## src/rtl/output_display_unit.sv

```systemverilog
// Output stage of the NSC-8 datapath: captures a bus value, converts it to decimal
// with a sequential double-dabble, and scans it onto a 4-digit 7-segment display.
module output_display_unit #(
    parameter int REFRESH_DIV    = 4,
    parameter bit SEG_ACTIVE_LOW = 1'b0
) (
    input  logic       clk,
    input  logic       reset_n,
    input  logic [7:0] bus_in,
    input  logic       write_enable_output,
    input  logic       signed_mode,
    output logic [7:0] value_out,
    output logic       busy,
    output logic [6:0] seg,
    output logic [3:0] digit_sel
);

    localparam logic [1:0] S_IDLE  = 2'd0;
    localparam logic [1:0] S_SHIFT = 2'd1;
    localparam logic [1:0] S_DONE  = 2'd2;

    // Digit registers hold symbols: 0..9 are decimal digits, plus these two.
    localparam logic [3:0] SYM_MINUS = 4'hE;
    localparam logic [3:0] SYM_BLANK = 4'hF;

    logic [1:0]  state;
    logic [19:0] shreg;
    logic [2:0]  count;
    logic        neg;
    logic        pend_valid;
    logic [7:0]  pend_value;
    logic        pend_signed;
    logic [3:0]  dig_ones, dig_tens, dig_hund, dig_sign;
    logic [15:0] div;
    logic [1:0]  idx;

    logic [7:0]  src_value;
    logic        src_signed;
    logic        src_neg;
    logic [7:0]  src_mag;
    logic [3:0]  cur_sym;
    logic [6:0]  cur_code;

    // A live strobe takes priority over the buffered write.
    assign src_value  = write_enable_output ? bus_in      : pend_value;
    assign src_signed = write_enable_output ? signed_mode : pend_signed;
    assign src_neg    = src_signed && src_value[7];
    assign src_mag    = src_neg ? (~src_value + 8'd1) : src_value;

    function automatic logic [19:0] dabble_step(input logic [19:0] s);
        logic [19:0] r;
        r = s;
        for (int i = 0; i < 3; i++) begin
            if (r[8 + 4*i +: 4] >= 4'd5)
                r[8 + 4*i +: 4] = r[8 + 4*i +: 4] + 4'd3;
        end
        return {r[18:0], 1'b0};
    endfunction

    function automatic logic [6:0] seg_code(input logic [3:0] sym);
        case (sym)
            4'd0:      seg_code = 7'h3F;
            4'd1:      seg_code = 7'h06;
            4'd2:      seg_code = 7'h5B;
            4'd3:      seg_code = 7'h4F;
            4'd4:      seg_code = 7'h66;
            4'd5:      seg_code = 7'h6D;
            4'd6:      seg_code = 7'h7D;
            4'd7:      seg_code = 7'h07;
            4'd8:      seg_code = 7'h7F;
            4'd9:      seg_code = 7'h6F;
            SYM_MINUS: seg_code = 7'h40;
            default:   seg_code = 7'h00;
        endcase
    endfunction

    // NOTE: sequential state uses non-blocking assignments so every register
    // samples pre-edge values, independent of statement order.
    always_ff @(posedge clk or negedge reset_n) begin
        if (!reset_n) begin
            state       <= S_IDLE;
            value_out   <= 8'h00;
            busy        <= 1'b0;
            shreg       <= 20'd0;
            count       <= 3'd0;
            neg         <= 1'b0;
            pend_valid  <= 1'b0;
            pend_value  <= 8'h00;
            pend_signed <= 1'b0;
            dig_ones    <= 4'd0;
            dig_tens    <= SYM_BLANK;
            dig_hund    <= SYM_BLANK;
            dig_sign    <= SYM_BLANK;
        end else begin
            case (state)
                S_IDLE: begin
                    if (write_enable_output || pend_valid) begin
                        value_out  <= src_value;
                        neg        <= src_neg;
                        shreg      <= {12'd0, src_mag};
                        count      <= 3'd0;
                        busy       <= 1'b1;
                        pend_valid <= 1'b0;
                        state      <= S_SHIFT;
                    end
                end
                S_SHIFT: begin
                    shreg <= dabble_step(shreg);
                    count <= count + 3'd1;
                    if (count == 3'd7)
                        state <= S_DONE;
                end
                S_DONE: begin
                    dig_ones <= shreg[11:8];
                    dig_tens <= (shreg[19:16] == 4'd0 && shreg[15:12] == 4'd0) ? SYM_BLANK : shreg[15:12];
                    dig_hund <= (shreg[19:16] == 4'd0) ? SYM_BLANK : shreg[19:16];
                    dig_sign <= neg ? SYM_MINUS : SYM_BLANK;
                    busy     <= 1'b0;
                    state    <= S_IDLE;
                end
                default: state <= S_IDLE;
            endcase

            // Strobes during a conversion are buffered; the last one wins.
            if (write_enable_output && state != S_IDLE) begin
                pend_valid  <= 1'b1;
                pend_value  <= bus_in;
                pend_signed <= signed_mode;
            end
        end
    end

    always_ff @(posedge clk or negedge reset_n) begin
        if (!reset_n) begin
            div <= 16'd0;
            idx <= 2'd0;
        end else if (div == 16'(REFRESH_DIV - 1)) begin
            div <= 16'd0;
            idx <= idx + 2'd1;
        end else begin
            div <= div + 16'd1;
        end
    end

    // NOTE: every output of this block is assigned on all paths, so no latch is inferred.
    always_comb begin
        case (idx)
            2'd0:    cur_sym = dig_ones;
            2'd1:    cur_sym = dig_tens;
            2'd2:    cur_sym = dig_hund;
            default: cur_sym = dig_sign;
        endcase
        cur_code  = seg_code(cur_sym);
        seg       = SEG_ACTIVE_LOW ? ~cur_code : cur_code;
        digit_sel = 4'b0001 << idx;
    end

endmodule

```

## config.mk

```make
export PLATFORM = sky130hd
export DESIGN_NAME = output_display_unit
export DESIGN_NICKNAME = d
export VERILOG_FILES = /design/src/rtl/output_display_unit.sv
export SDC_FILE = /design/constraint.sdc
export NUM_CORES = 1
export LEC_CHECK = 0
export BUFFER_PORTS_ARGS = -buffer_cell sky130_fd_sc_hd__buf_2
export CORE_MARGIN = 2
export CORE_UTILIZATION = 55
export CTS_BUF_LIST = sky130_fd_sc_hd__clkbuf_16
export DETAILED_ROUTE_END_ITERATION = 7
export PLACE_DENSITY_LB_ADDON = 0.15
export SLEW_MARGIN = 40
export SYNTH_ARGS = -nofsm -noshare
export SYNTH_HDL_FRONTEND = slang
export SYNTH_SLANG_ARGS = --single-unit
```

## constraint.sdc

```tcl
create_clock -name clk -period 2.2 [get_ports clk]
set_input_delay 0.11 -clock clk [delete_from_list [all_inputs] [get_ports clk]]
set_output_delay 0.11 -clock clk [all_outputs]
set_load 0.01 [all_outputs]
```

==> Implementation_results.wiki, run 1 <==
{| class="wikitable"
! Metric !! Value
|-
| Detailed Route Iter0 Violations || approximately 180
|-
| Share of synthesized area spent on multiplexers || 0.06228
|-
| DRT antenna net count || 0
|-
| Synthesized cell area || about 4000 um2
|-
| Total via count after detailed routing || around 2900
|-
| Die Outline Area || between 7000 and 8000 um2
|-
| Commonest cells post-synth || sky130_fd_sc_hd__dfrtp_1 (67), sky130_fd_sc_hd__nand2_1 (47), sky130_fd_sc_hd__o21ai_0 (31)
|-
| CTS tree || yes
|-
| Number of antenna cells inserted || 0
|-
| Combinational family with the most area after synthesis || simple AND/OR/NAND/NOR gates
|-
| Vias per inst || around 5.5
|-
| Setup repair after global routing missed its margin || yes
|-
| Biggest fanout along the worst timing path || 5
|-
| Die X || 88.40 um
|-
| Wire length of the first global-routing pass || 13.13 mm
|-
| Transition time at the pin with the least slew margin || 0.7129 ns
|-
| Global-route total usage across every layer || 0.2161
|-
| Pre-CTS setup slack || about 0.094 ns
|-
| Synthesis warning total || 0
|-
| Element type at the critical path end || primary output
|-
| Mapped Nets || 412
|-
| Routed Wire Length || 7.675 mm
|-
| Layout overhead on the synthesized area || 17.82%
|-
| XOR/XNOR Fraction of Synth Area || 0.04919
|-
| Final HPWL DP || about 5.4 mm
|-
| Violations in the final reports || negative setup slack
|-
| P_leak || between 0.002 and 0.0025 uW
|-
| Power share of the combinational group || 0.397
|-
| Clock input transition at the sequential cells of the worst setup and hold paths || about 0.06 ns
|-
| Initial cell density of the core || 0.5734
|-
| Synth area leader || sky130_fd_sc_hd__dfrtp_1
|-
| Cell with the most instances after synthesis || sky130_fd_sc_hd__dfrtp_1
|-
| Kind of critical path || reg -> out
|-
| Number of max-cap violations || 0
|-
| Total clock buffers created by CTS || 9
|-
| Final cycle utilization of the critical path || 1.040
|-
| H-Tree Depth || 3
|-
| Number of global-route vias before repair || roughly 2800
|-
| DR WL/cell || between 10 and 15 um
|-
| Clock network fraction of design power || 0.215
|-
| Post-placement cell count || slightly above 500
|-
| Number of hold-slack violations in the final timing report || 0
|-
| Count of non-filler cells in the finished layout || around 520
|-
| Average cell area after synthesis || just over 10 um2
|-
| Largest net degree at the start of global routing || 41
|-
| Drc violations || 0
|-
| Biggest area contributors in the synthesized netlist || sky130_fd_sc_hd__dfrtp_1 (43%), sky130_fd_sc_hd__ha_1 (6.7%), sky130_fd_sc_hd__dfstp_2 (6.0%)
|-
| Pins over their slew limit || 0
|-
| Placement Rows || 30
|-
| Relative slew margins || 0.5237
|-
| Launch point of the worst path || idx[0]
|-
| Share of flip-flops with an asynchronous set or reset || 1.000
|-
| Ports placed on the boundary || 32
|-
| Adder and majority gate portion of the synthesized area || 0.06707
|-
| Top achievable clock speed || 437.2 MHz
|-
| Die boundary height || about 88 um
|-
| Flip-flop cell with the highest count after synthesis || sky130_fd_sc_hd__dfrtp_1
|-
| Overflow left after global routing || 0
|-
| Global placement routability congestion || 0.8003
|-
| Unique cell type count in the Yosys netlist || between 40 and 50
|-
| CTS Root Buffer Type || sky130_fd_sc_hd__clkbuf_16
|-
| Worst Hold Class || in -> reg
|-
| Syn Inst Count || around 380
|-
| Layout cell share with drive strength beyond 1 || 0.2670
|-
| Layout Cell Area excl Fill || 4616 um2
|-
| Part of the Yosys area used for sequential elements || 0.4883
|-
| Source of the worst hold timing path || bus_in[6]
|-
| Clk_lat worst skew || about 0.32 ns
|-
| Overall power of the completed layout || 5929 uW
|-
| Net switching component of the power || 2209 uW
|-
| Synth top area share || 0.4280
|-
| Number of port buffers || 31
|-
| Compound-gate portion of the synthesized area || 0.1485
|-
| Internal || between 3000 and 4000 uW
|-
| Number of enable flip-flop cells after synthesis || 0
|-
| Placement-stage cell area || 4208 um2
|-
| Final setup vio count || 6
|-
| Crit path time final || roughly 2.3 ns
|-
| Antenna violations before repair || 0
|-
| Core area || roughly 6800 um2
|-
| Maximum clock skew at final layout || 0.003939 ns
|-
| Reg2reg start || state[1]
|-
| Net switching share of the total power || 0.3725
|-
| Run status || finished, violations left
|-
| Total Neg Setup Slack || -0.3646 ns
|-
| Deepest clock path buffer count || 2
|-
| Area fraction in and, or, nand and nor cells after synthesis || 0.1517
|-
| Drt pass-1 iters || 4
|-
| Flop and latch count out of synthesis || 76
|-
| Nets || approximately 460
|-
| Power Density || 1285 nW/um2
|-
| Portion of total power attributed to sequential cells || 0.388
|-
| Worst-case vdd ir drop || roughly 0.76 mV
|-
| Kind of start point of the critical path || flip-flop
|-
| Sink count of the clock tree || 76
|-
| Data arrival, critical path || between 2 and 2.5 ns
|-
| Final worst setup slack || -0.08713 ns
|-
| Data required, critical path || 2.09 ns
|}
-- power by group through the flow --
stage / clock, uW / combinational [uW] / sequential [uW]
floorplan: 0 / 1620 / 2240
global placement: 0 / 2170 / 2290
detailed placement: 0 / 2240 / 2310
CTS: 1310 / 2340 / 2300
global route: 1370 / 2680 / 2360
finish: 1280 / 2350 / 2300
-- registers in the layout (all words and copies together), names as in the netlist, 2 cells and up --
register	count
count	3
dig_hund	4
dig_ones	4
dig_tens	4
div	16
idx	2
pend_value	8
shreg	20
state	2
value_out	8
-- what timing repair did --
item                                   CTS  global route
buffers inserted                         3             0
gates cloned                             0             0
hold buffers                             1             0
pin swaps                                5             3
gates resized for setup                 25             6
endpoints found under the hold margin   15             0
setup endpoints to repair                7             7
-- through the flow --
| stage | hold slack (ns) | util |
|---|---|---|
| after floorplan | -0.1856 | - |
| after global placement | 0.1419 | 0.6159 |
| after detailed placement | 0.1461 | 0.6159 |
| after CTS | 0.02827 | 0.6714 |
| after global routing | 0.04239 | 0.6756 |
| final | 0.03613 | 0.6756 |
-- cell usage in the layout (no fill, tap or decap), types with 5 or more instances in the layout --
master,n
sky130_fd_sc_hd__clkbuf_16,9
sky130_fd_sc_hd__ha_1,15
sky130_fd_sc_hd__buf_2,31
sky130_fd_sc_hd__nor2_1,17
sky130_fd_sc_hd__and2_1,5
sky130_fd_sc_hd__o21ai_0,26
sky130_fd_sc_hd__o21ai_1,8
sky130_fd_sc_hd__nand2_1,46
sky130_fd_sc_hd__inv_1,11
sky130_fd_sc_hd__nand2b_1,9
sky130_fd_sc_hd__xnor2_1,16
sky130_fd_sc_hd__xor2_1,6
sky130_fd_sc_hd__a21oi_1,16
sky130_fd_sc_hd__and3_1,5
sky130_fd_sc_hd__mux2_2,10
sky130_fd_sc_hd__nand3_1,14
sky130_fd_sc_hd__buf_4,12
sky130_fd_sc_hd__dfstp_2,9
sky130_fd_sc_hd__dfrtp_1,66
sky130_fd_sc_hd__mux2i_1,6
-- worst paths after layout --
check,end,slack (ns),cells after the start
max in group asynchronous,dig_sign[0],1.21,3
min,pend_value[6],0.04,2
min reg2reg,dig_sign[0],0.44,1
max,seg[5],-0.09,10
max reg2reg,dig_tens[1],0.54,3
min in group asynchronous,idx[0],0.33,2
-- final cells by class --
class,instances,area (um2)
Inverter,15,56.30
Timing Repair Buffer,45,275.3
Tap cell,96,120.1
Clock buffer,9,225.2
Sequential cell,76,1914
Clock inverter,7,35.03
Fill cell,562,2216
Multi-Input combinational cell,275,1989
-- critical path, stage by stage (launching register included) --
cell	delay (ns)
sky130_fd_sc_hd__dfrtp_2	0.42
sky130_fd_sc_hd__inv_2	0.05
sky130_fd_sc_hd__ha_2	0.18
sky130_fd_sc_hd__a222oi_1	0.30
sky130_fd_sc_hd__nand2_1	0.12
sky130_fd_sc_hd__o21ai_2	0.09
sky130_fd_sc_hd__buf_4	0.17
sky130_fd_sc_hd__ha_1	0.17
sky130_fd_sc_hd__a31oi_1	0.08
sky130_fd_sc_hd__o21ai_1	0.13
sky130_fd_sc_hd__buf_2	0.15
-- per-layer routing --
layer / part of all wire / global-route usage
met5: 0 / 0
met4: 0.011 / 0.07851
met3: 0.032 / 0.03451
met2: 0.49 / 0.3541
met1: 0.47 / 0.2930
-- cells by family after synthesis --
logic type / Yosys count
DFF: 76
xor gates and xnor gates: 22
AOI/OAI and AO/OA: 89
and+or+nand+nor: 122
buffers and inverters: 28
adders and majority gates: 21
muxes: 21
(Power assumes the default switching activity.)
==> run 2, diff against run 1 <==
CORE_ASPECT_RATIO = 0.75   (was unset)
==> Implementation_results.wiki, run 2 (synthesis results as in run 1) <==
{| class="wikitable"
! Metric !! Value
|-
| Run status || finished, violations left
|-
| Violations in the final reports || negative setup slack
|-
| Number of antenna cells inserted || 0 (unchanged)
|-
| Layout overhead on the synthesized area || 18.65%
|-
| DRT antenna net count || 0 (unchanged)
|-
| Overflow left after global routing || 0 (unchanged)
|-
| Top achievable clock speed || 426.3 MHz (-2.5%)
|-
| Die boundary height || 77.09 um (-13%)
|-
| Kind of start point of the critical path || flip-flop
|-
| Internal || 3879 uW (+4.3%)
|-
| Count of filler cells inserted in the layout || 535 (-4.8%)
|-
| Most frequent standard cell in the layout excluding fill and tap cells || sky130_fd_sc_hd__dfrtp_1
|-
| Wire length of the first global-routing pass || 13.93 mm (+6.1%)
|-
| Clock input transition at the sequential cells of the worst setup and hold paths || 0.06 ns (about the same)
|-
| Commonest cells after routing, fill and taps aside || sky130_fd_sc_hd__dfrtp_1 (66), sky130_fd_sc_hd__nand2_1 (47), sky130_fd_sc_hd__buf_2 (30)
|-
| Vias per inst || 5.569 (+0.68%)
|-
| Power share of the combinational group || 0.397 (about the same)
|-
| Biggest fanout along the worst timing path || 3 (-2)
|-
| Buf+Inv Stages, Crit Path || 4 (+1)
|-
| Sequence of cells on the critical path || inv_2, ha_4, a222oi_1, nand2_1, o21ai_2, inv_2, ha_4, buf_4, a21oi_2, buf_2
|-
| Total clock buffers created by CTS || 9 (unchanged)
|-
| H-Tree Depth || 3 (unchanged)
|-
| Crit path max-delay cell type || sky130_fd_sc_hd__dfrtp_1
|-
| Number of global-route vias before repair || 2882 (+2.7%)
|-
| Pre-CTS setup slack || 0.09544 ns (+0.001052 ns)
|-
| Clk_lat worst skew || 0.33 ns (about the same)
|-
| Number of max-cap violations || 0 (unchanged)
|-
| Worst-case vdd ir drop || 0.6428 mV (-15%)
|-
| Drt pass-1 iters || 4 (unchanged)
|-
| Largest net degree at the start of global routing || 77 (+88%)
|-
| Worst Hold Class || in -> reg
|-
| Pins over their slew limit || 0 (unchanged)
|-
| Portion of total power attributed to sequential cells || 0.376 (-0.012)
|-
| Data required, critical path || 2.09 ns (about the same)
|-
| Crit path time final || 2.346 ns (+0.05857 ns)
|-
| Core area || 6864 um2 (+0.48%)
|-
| Element type at the critical path end || primary output
|-
| Die X || 101.5 um (+15%)
|-
| Number of port buffers || 31 (unchanged)
|-
| Kind of critical path || reg -> out
|-
| Die Outline Area || 7821 um2 (about the same)
|-
| Power Density || 1322 nW/um2 (+3.0%)
|-
| Largest incremental delay on the critical path || 0.39 ns (-0.03 ns)
|-
| Transition time at the pin with the least slew margin || 0.6837 ns (-0.02920 ns)
|-
| Total via count after detailed routing || 2935 (+1.5%)
|-
| Initial cell density of the core || 0.5707 (-0.002718)
|-
| Routed Wire Length || 8.027 mm (+4.6%)
|-
| Number of hold-slack violations in the final timing report || 0 (unchanged)
|-
| Antenna violations before repair || 0 (unchanged)
|-
| Post-route worst hold slack || 0.02598 ns (-0.01016 ns)
|-
| Placement Rows || 26 (-13%)
|-
| Final setup vio count || 7 (+1)
|-
| Global-route total usage across every layer || 0.2267 (+0.01058)
|-
| Top reg by flops || shreg
|-
| Largest registers ranked by flip-flop count || shreg x20, div x16
|-
| Maximum clock skew at final layout || 0.004931 ns (+0.0009915 ns)
|-
| Setup repair after global routing missed its margin || yes
|-
| Final cycle utilization of the critical path || 1.066 (+0.02662)
|-
| Number of flip-flops in the largest register || 20 (unchanged)
|-
| Layout cell share with drive strength beyond 1 || 0.2704 (+0.003417)
|-
| CTS tree || yes
|-
| Relative slew margins || 0.5442 (+0.02045)
|-
| P_leak || 0.002129 uW (+1.5%)
|-
| DR WL/cell || 15.23 um (+3.8%)
|-
| Final HPWL DP || 5.521 mm (+1.9%)
|-
| Data arrival, critical path || 2.24 ns (+0.06 ns)
|-
| Deepest clock path buffer count || 2 (unchanged)
|-
| Final worst setup slack || -0.1457 ns (-0.05857 ns)
|-
| Detailed Route Iter0 Violations || 163 (-7.4%)
|-
| Top Family by Delay on Critical Path || compound AO/OA/AOI/OAI gates
|-
| Net switching share of the total power || 0.3689 (-0.003590)
|-
| Drc violations || 0 (unchanged)
|-
| Global placement routability congestion || 0.8012 (+0.11%)
|-
| Ports placed on the boundary || 32 (unchanged)
|-
| Net switching component of the power || 2268 uW (+2.7%)
|-
| CTS Root Buffer Type || sky130_fd_sc_hd__clkbuf_16
|-
| Clock network fraction of design power || 0.228 (+0.013)
|-
| Nets || 457 (+0.44%)
|-
| Sink count of the clock tree || 76 (unchanged)
|}
==> run 2: power by group through the flow <==
stage	registers, uW	logic [uW]	clock network, uW
5_1_grt	2370	2770	1510
3_5_place_dp	2320	2250	0
3_3_place_gp	2300	2170	0
2_1_floorplan	2240	1620	0
6_report	2310	2440	1400
4_1_cts	2300	2350	1440
==> run 2: per-stage QoR <==
stage	instances	utilization	total power [uW]	setup TNS, ns	cell area (um2)
global route	527	0.6772	6652	-1.746	4648
finish	527	0.6772	6147	-0.7152	4648
global placement	505	0.6119	4469	0	4200
floorplan	379	-	3867	0	3918
CTS	525	0.6657	6083	-0.4004	4569
detailed placement	505	0.6125	4569	0	4204
==> run 2: cell type report <==
type                       instances  area, um2  area share
clock buffer                       9      225.2     0.04845
clock inverter                     7      60.06     0.01292
inverter                          15      56.30     0.01211
multi-input combinational        275       1982      0.4264
sequential                        76       1914      0.4118
tap                               98      122.6     0.02638
timing repair buffer              47      287.8     0.06191
==> run 2: path summary, 6_finish.rpt <==
path,start,end,slack (ns),depth (start not counted)
min in group asynchronous,reset_n,value_out[1],0.35,2
worst min-delay path,bus_in[6],pend_value[6],0.03,2
worst min register to register,neg,dig_sign[0],0.44,1
worst max-delay path,idx[0],seg[1],-0.15,10
max in group asynchronous,reset_n,idx[1],1.33,2
worst max register to register,div[0],idx[1],0.48,4
==> run 2: what timing repair did <==
| action | 4_1_cts | 5_1_grt |
|---|---|---|
| pin swaps | 8 | 8 |
| resized for setup | 16 | 13 |
| buffers inserted | 3 | 2 |
| hold buffers | 1 | 0 |
| hold endpoints to repair | 67 | 0 |
| endpoints found under the setup margin | 7 | 7 |
==> run 2: metal layers <==
metal / GRT usage / vias to the layer above / wire length [um]
met5: 0 / - / 0
li1: - / 1430 / -
met2: 0.3219 / 56 / 3461
met1: 0.3440 / 1442 / 4140
met3: 0.07019 / 7 / 339
met4: 0.04189 / 0 / 85
==> run 3, diff against run 2 <==
--- a/config.mk
+++ b/config.mk
@@ -6,4 +6,5 @@
 export NUM_CORES = 1
 export LEC_CHECK = 0
+export ABC_AREA = 1
 export BUFFER_PORTS_ARGS = -buffer_cell sky130_fd_sc_hd__buf_2
 export CORE_ASPECT_RATIO = 0.75
==> constraint.sdc (replaced) <==
create_clock -name clk -period 2.2 [get_ports clk]
set_input_delay 0.11 -clock clk [delete_from_list [all_inputs] [get_ports clk]]
set_output_delay 0.11 -clock clk [all_outputs]
set_load 0.1 [all_outputs]
==> Implementation_results.wiki, run 3 <==
{| class="wikitable"
! Metric !! Value
|-
| Setup repair after global routing missed its margin || yes
|-
| Number of global-route vias before repair || 3329 (+16%)
|-
| Top achievable clock speed || 422.4 MHz (-0.93%)
|-
| Nets || 596 (+30%)
|-
| Pins over their slew limit || 0 (unchanged)
|-
| Post-placement cell count || 642 (+27%)
|-
| Unique cell type count in the Yosys netlist || 36 (-27%)
|-
| Number of port buffers || 31 (unchanged)
|-
| Vias per inst || 5.227 (-6.1%)
|-
| Mapped Nets || 549 (+33%)
|-
| Number of antenna cells inserted || 0 (unchanged)
|-
| Syn Inst Count || 516 (+36%)
|-
| Top reg by flops || shreg
|-
| Transition time at the pin with the least slew margin || 0.6154 ns (-0.06834 ns)
|-
| Largest incremental delay on the critical path || 0.45 ns (+0.06 ns)
|-
| Average cell area after synthesis || 8.143 um2 (-21%)
|-
| Post-route worst hold slack || 0.04164 ns (+0.01566 ns)
|-
| Layout cell share with drive strength beyond 1 || 0.2412 (-0.02920)
|-
| Element type at the critical path end || primary output
|-
| Net switching component of the power || 4186 uW (+85%)
|-
| CTS tree || yes
|-
| Total clock buffers created by CTS || 9 (unchanged)
|-
| Sink count of the clock tree || 76 (unchanged)
|-
| Internal || 4420 uW (+14%)
|-
| Power share of the combinational group || 0.565 (+0.168)
|-
| Number of max-cap violations || 0 (unchanged)
|-
| Maximum clock skew at final layout || 0.007093 ns (+0.002163 ns)
|-
| Part of the Yosys area used for sequential elements || 0.4553 (-0.03301)
|-
| Clock network fraction of design power || 0.169 (-0.059)
|-
| Clock input transition at the sequential cells of the worst setup and hold paths || 0.06 ns (about the same)
|-
| Data required, critical path || 2.09 ns (about the same)
|-
| Total via count after detailed routing || 3497 (+19%)
|-
| Core area || 7365 um2 (+7.3%)
|-
| Largest net degree at the start of global routing || 44 (-43%)
|-
| Number of flip-flops in the largest register || 20 (unchanged)
|-
| DR WL/cell || 13.72 um (-9.9%)
|-
| Die X || 104.9 um (+3.4%)
|-
| P_leak || 0.002570 uW (+21%)
|-
| Source of the worst hold timing path || signed_mode
|-
| Drt pass-1 iters || 5 (+1)
|-
| Reg-to-reg setup timing slack || 0.55 ns (+0.07 ns)
|-
| Reg2reg start || state[0]
|-
| H-Tree Depth || 3 (unchanged)
|-
| Deepest clock path buffer count || 2 (unchanged)
|-
| Final setup vio count || 7 (unchanged)
|-
| Most frequent standard cell in the layout excluding fill and tap cells || sky130_fd_sc_hd__nand2_1
|-
| Ports placed on the boundary || 32 (unchanged)
|-
| Cell repeated most along the worst path || sky130_fd_sc_hd__nor2_4
|-
| Data arrival, critical path || 2.26 ns (+0.02 ns)
|-
| Biggest area contributors in the synthesized netlist || sky130_fd_sc_hd__dfrtp_1 (40%), sky130_fd_sc_hd__nand2_1 (10%), sky130_fd_sc_hd__inv_1 (7.2%)
|-
| Cell with the most instances after synthesis || sky130_fd_sc_hd__nand2_1
|-
| Relative slew margins || 0.5897 (+0.04551)
|-
| Terminus of the critical flop-to-flop path || count[2]
|-
| Flip-flop cell with the highest count after synthesis || sky130_fd_sc_hd__dfrtp_1
|-
| Commonest cells after routing, fill and taps aside || sky130_fd_sc_hd__nand2_1 (103), sky130_fd_sc_hd__inv_1 (75), sky130_fd_sc_hd__dfrtp_1 (65)
|-
| Detailed Route Iter0 Violations || 224 (+37%)
|-
| Initial cell density of the core || 0.5705 (about the same)
|-
| Number of hold-slack violations in the final timing report || 0 (unchanged)
|-
| Number of enable flip-flop cells after synthesis || 0 (unchanged)
|-
| Synth top area share || 0.3990 (-0.02893)
|-
| Worst Hold Class || in -> reg
|-
| Synth area leader || sky130_fd_sc_hd__dfrtp_1
|-
| Sequence of cells on the critical path || inv_4, ha_4, nand2_2, nand4_1, ha_1, inv_2, nor2_4, nor2_4, a21oi_4, buf_12
|-
| Count of non-filler cells in the finished layout || 669 (+27%)
|-
| Largest registers ranked by flip-flop count || shreg x20, div x16
|-
| R2R cell count || 5 (+1)
|-
| Flop and latch count out of synthesis || 76 (unchanged)
|-
| Wire length of the first global-routing pass || 15.46 mm (+11%)
|-
| Placement Rows || 27 (+3.8%)
|-
| Violations in the final reports || negative setup slack
|-
| Crit path max-delay cell type || sky130_fd_sc_hd__dfrtp_2
|-
| Final HPWL DP || 6.341 mm (+15%)
|-
| Biggest fanout along the worst timing path || 5 (+2)
|-
| Overflow left after global routing || 0 (unchanged)
|-
| Net switching share of the total power || 0.4864 (+0.1175)
|-
| Die Outline Area || 8361 um2 (+6.9%)
|-
| Pre-CTS setup slack || 0.1383 ns (+0.04284 ns)
|-
| Power Density || 1675 nW/um2 (+27%)
|-
| Drc violations || 0 (unchanged)
|-
| Share of flip-flops with an asynchronous set or reset || 1.000 (unchanged)
|-
| Antenna violations before repair || 0 (unchanged)
|-
| Global-route total usage across every layer || 0.2330 (+0.006317)
|-
| Routed Wire Length || 9.182 mm (+14%)
|-
| DRT antenna net count || 0 (unchanged)
|-
| Run status || finished, violations left
|-
| Min-Delay Endpoint || pend_signed
|-
| Layout overhead on the synthesized area || 22.30%
|-
| Overall power of the completed layout || 8606 uW (+40%)
|-
| Die boundary height || 79.69 um (+3.4%)
|-
| Kind of start point of the critical path || flip-flop
|-
| Crit path time final || 2.368 ns (+0.02197 ns)
|-
| Commonest cells post-synth || sky130_fd_sc_hd__nand2_1 (113), sky130_fd_sc_hd__inv_1 (81), sky130_fd_sc_hd__dfrtp_1 (67)
|-
| Synthesized cell area || 4202 um2 (+7.3%)
|-
| Worst hold path stage count || 3 (+1)
|-
| Global placement routability congestion || 0.9352 (+17%)
|-
| Worst-case vdd ir drop || 1.502 mV (+130%)
|-
| CTS Root Buffer Type || sky130_fd_sc_hd__clkbuf_16
|-
| Kind of critical path || reg -> out
|-
| Synthesis warning total || 0 (unchanged)
|-
| Portion of total power attributed to sequential cells || 0.266 (-0.110)
|-
| Clk_lat worst skew || 0.34 ns (about the same)
|-
| Final worst setup slack || -0.1677 ns (-0.02197 ns)
|-
| Final cycle utilization of the critical path || 1.076 (+0.009987)
|}
## run 3: changes by cell type after synthesis, moves of 7 or more
cell and delta:
sky130_fd_sc_hd__nand4_1 +7, sky130_fd_sc_hd__o22ai_1 +10, sky130_fd_sc_hd__nor2_1 +28, sky130_fd_sc_hd__inv_1 +67, sky130_fd_sc_hd__xnor2_1 -15, sky130_fd_sc_hd__o21ai_0 +7, sky130_fd_sc_hd__nand2b_1 -9, sky130_fd_sc_hd__mux2_2 -10
sky130_fd_sc_hd__nand2_1 +66
## run 3: timing repair
action                     4_1_cts  5_1_grt
resized for setup               12       12
setup endpoints to repair        7        7
hold buffers                     1        0
hold endpoints to repair        33        0
setup buffers                    9        1
pin swaps                       11        7
## run 3: stage by stage
stage               setup TNS (ns)  area, um2  utilization
finish                     -0.6016       5139       0.6978
global placement                 0       4681       0.6356
detailed placement               0       4681       0.6356
CTS                        -0.3677       5077       0.6894
floorplan                  -0.1490       4339            -
global route                -1.337       5139       0.6978
## run 3: metal layers
layer / up-vias / GRT usage / share of wire
met3: 16 / 0.04735 / 0.052
met5: - / 0 / 0
met1: 1637 / 0.3275 / 0.50
met2: 96 / 0.3649 / 0.44
li1: 1748 / - / -
met4: 0 / 0.07467 / 0.013
## run 3: how the worst max path moves through the flow
stage | startpoint | to | slack (ns) | cells past startpoint
2_1_floorplan | idx[1] | seg[3] | -0.15 | 11
3_3_place_gp | idx[0] | seg[3] | 0.17 | 12
3_5_place_dp | idx[1] | seg[3] | 0.14 | 12
4_1_cts | idx[0] | seg[3] | -0.10 | 9
5_1_grt | idx[0] | seg[3] | -0.26 | 10
6_report | idx[0] | seg[3] | -0.17 | 10
## run 3: area by class of cell
class	count	area, um2
fillers	602	2226
clock buffers	9	225.2
clock inverters	7	68.82
multi-input cells	342	2067
well taps	101	126.4
inverters	87	334.1
flip-flops and latches	76	1916
repair buffers	47	401.6
## run 3: power by group through the flow
stage	clock network (uW)	logic (uW)	registers, uW
after global placement	0	4450	2290
after floorplan	0	2900	2790
after global routing	1510	5270	2350
after CTS	1470	4740	2280
final	1460	4860	2290
after detailed placement	0	4550	2290
## run 3: logic make-up after synthesis
logic type | after synthesis | synth area share
compound gates | 93 | 0.1286
xor+xnor | 12 | 0.02501
fa+ha+maj | 21 | 0.06254
buf+inv | 98 | 0.1010
flops | 76 | 0.4553
simple gates | 216 | 0.2275
## run 3: worst max-delay path: cells and delay by family, from the launching register on
family                     cells  cell delay, ns
AOI/OAI and AO/OA              1            0.13
and+or+nand+nor                4            0.45
buffers and inverters          3            0.31
adders and majority gates      2            0.57
DFF                            1            0.45
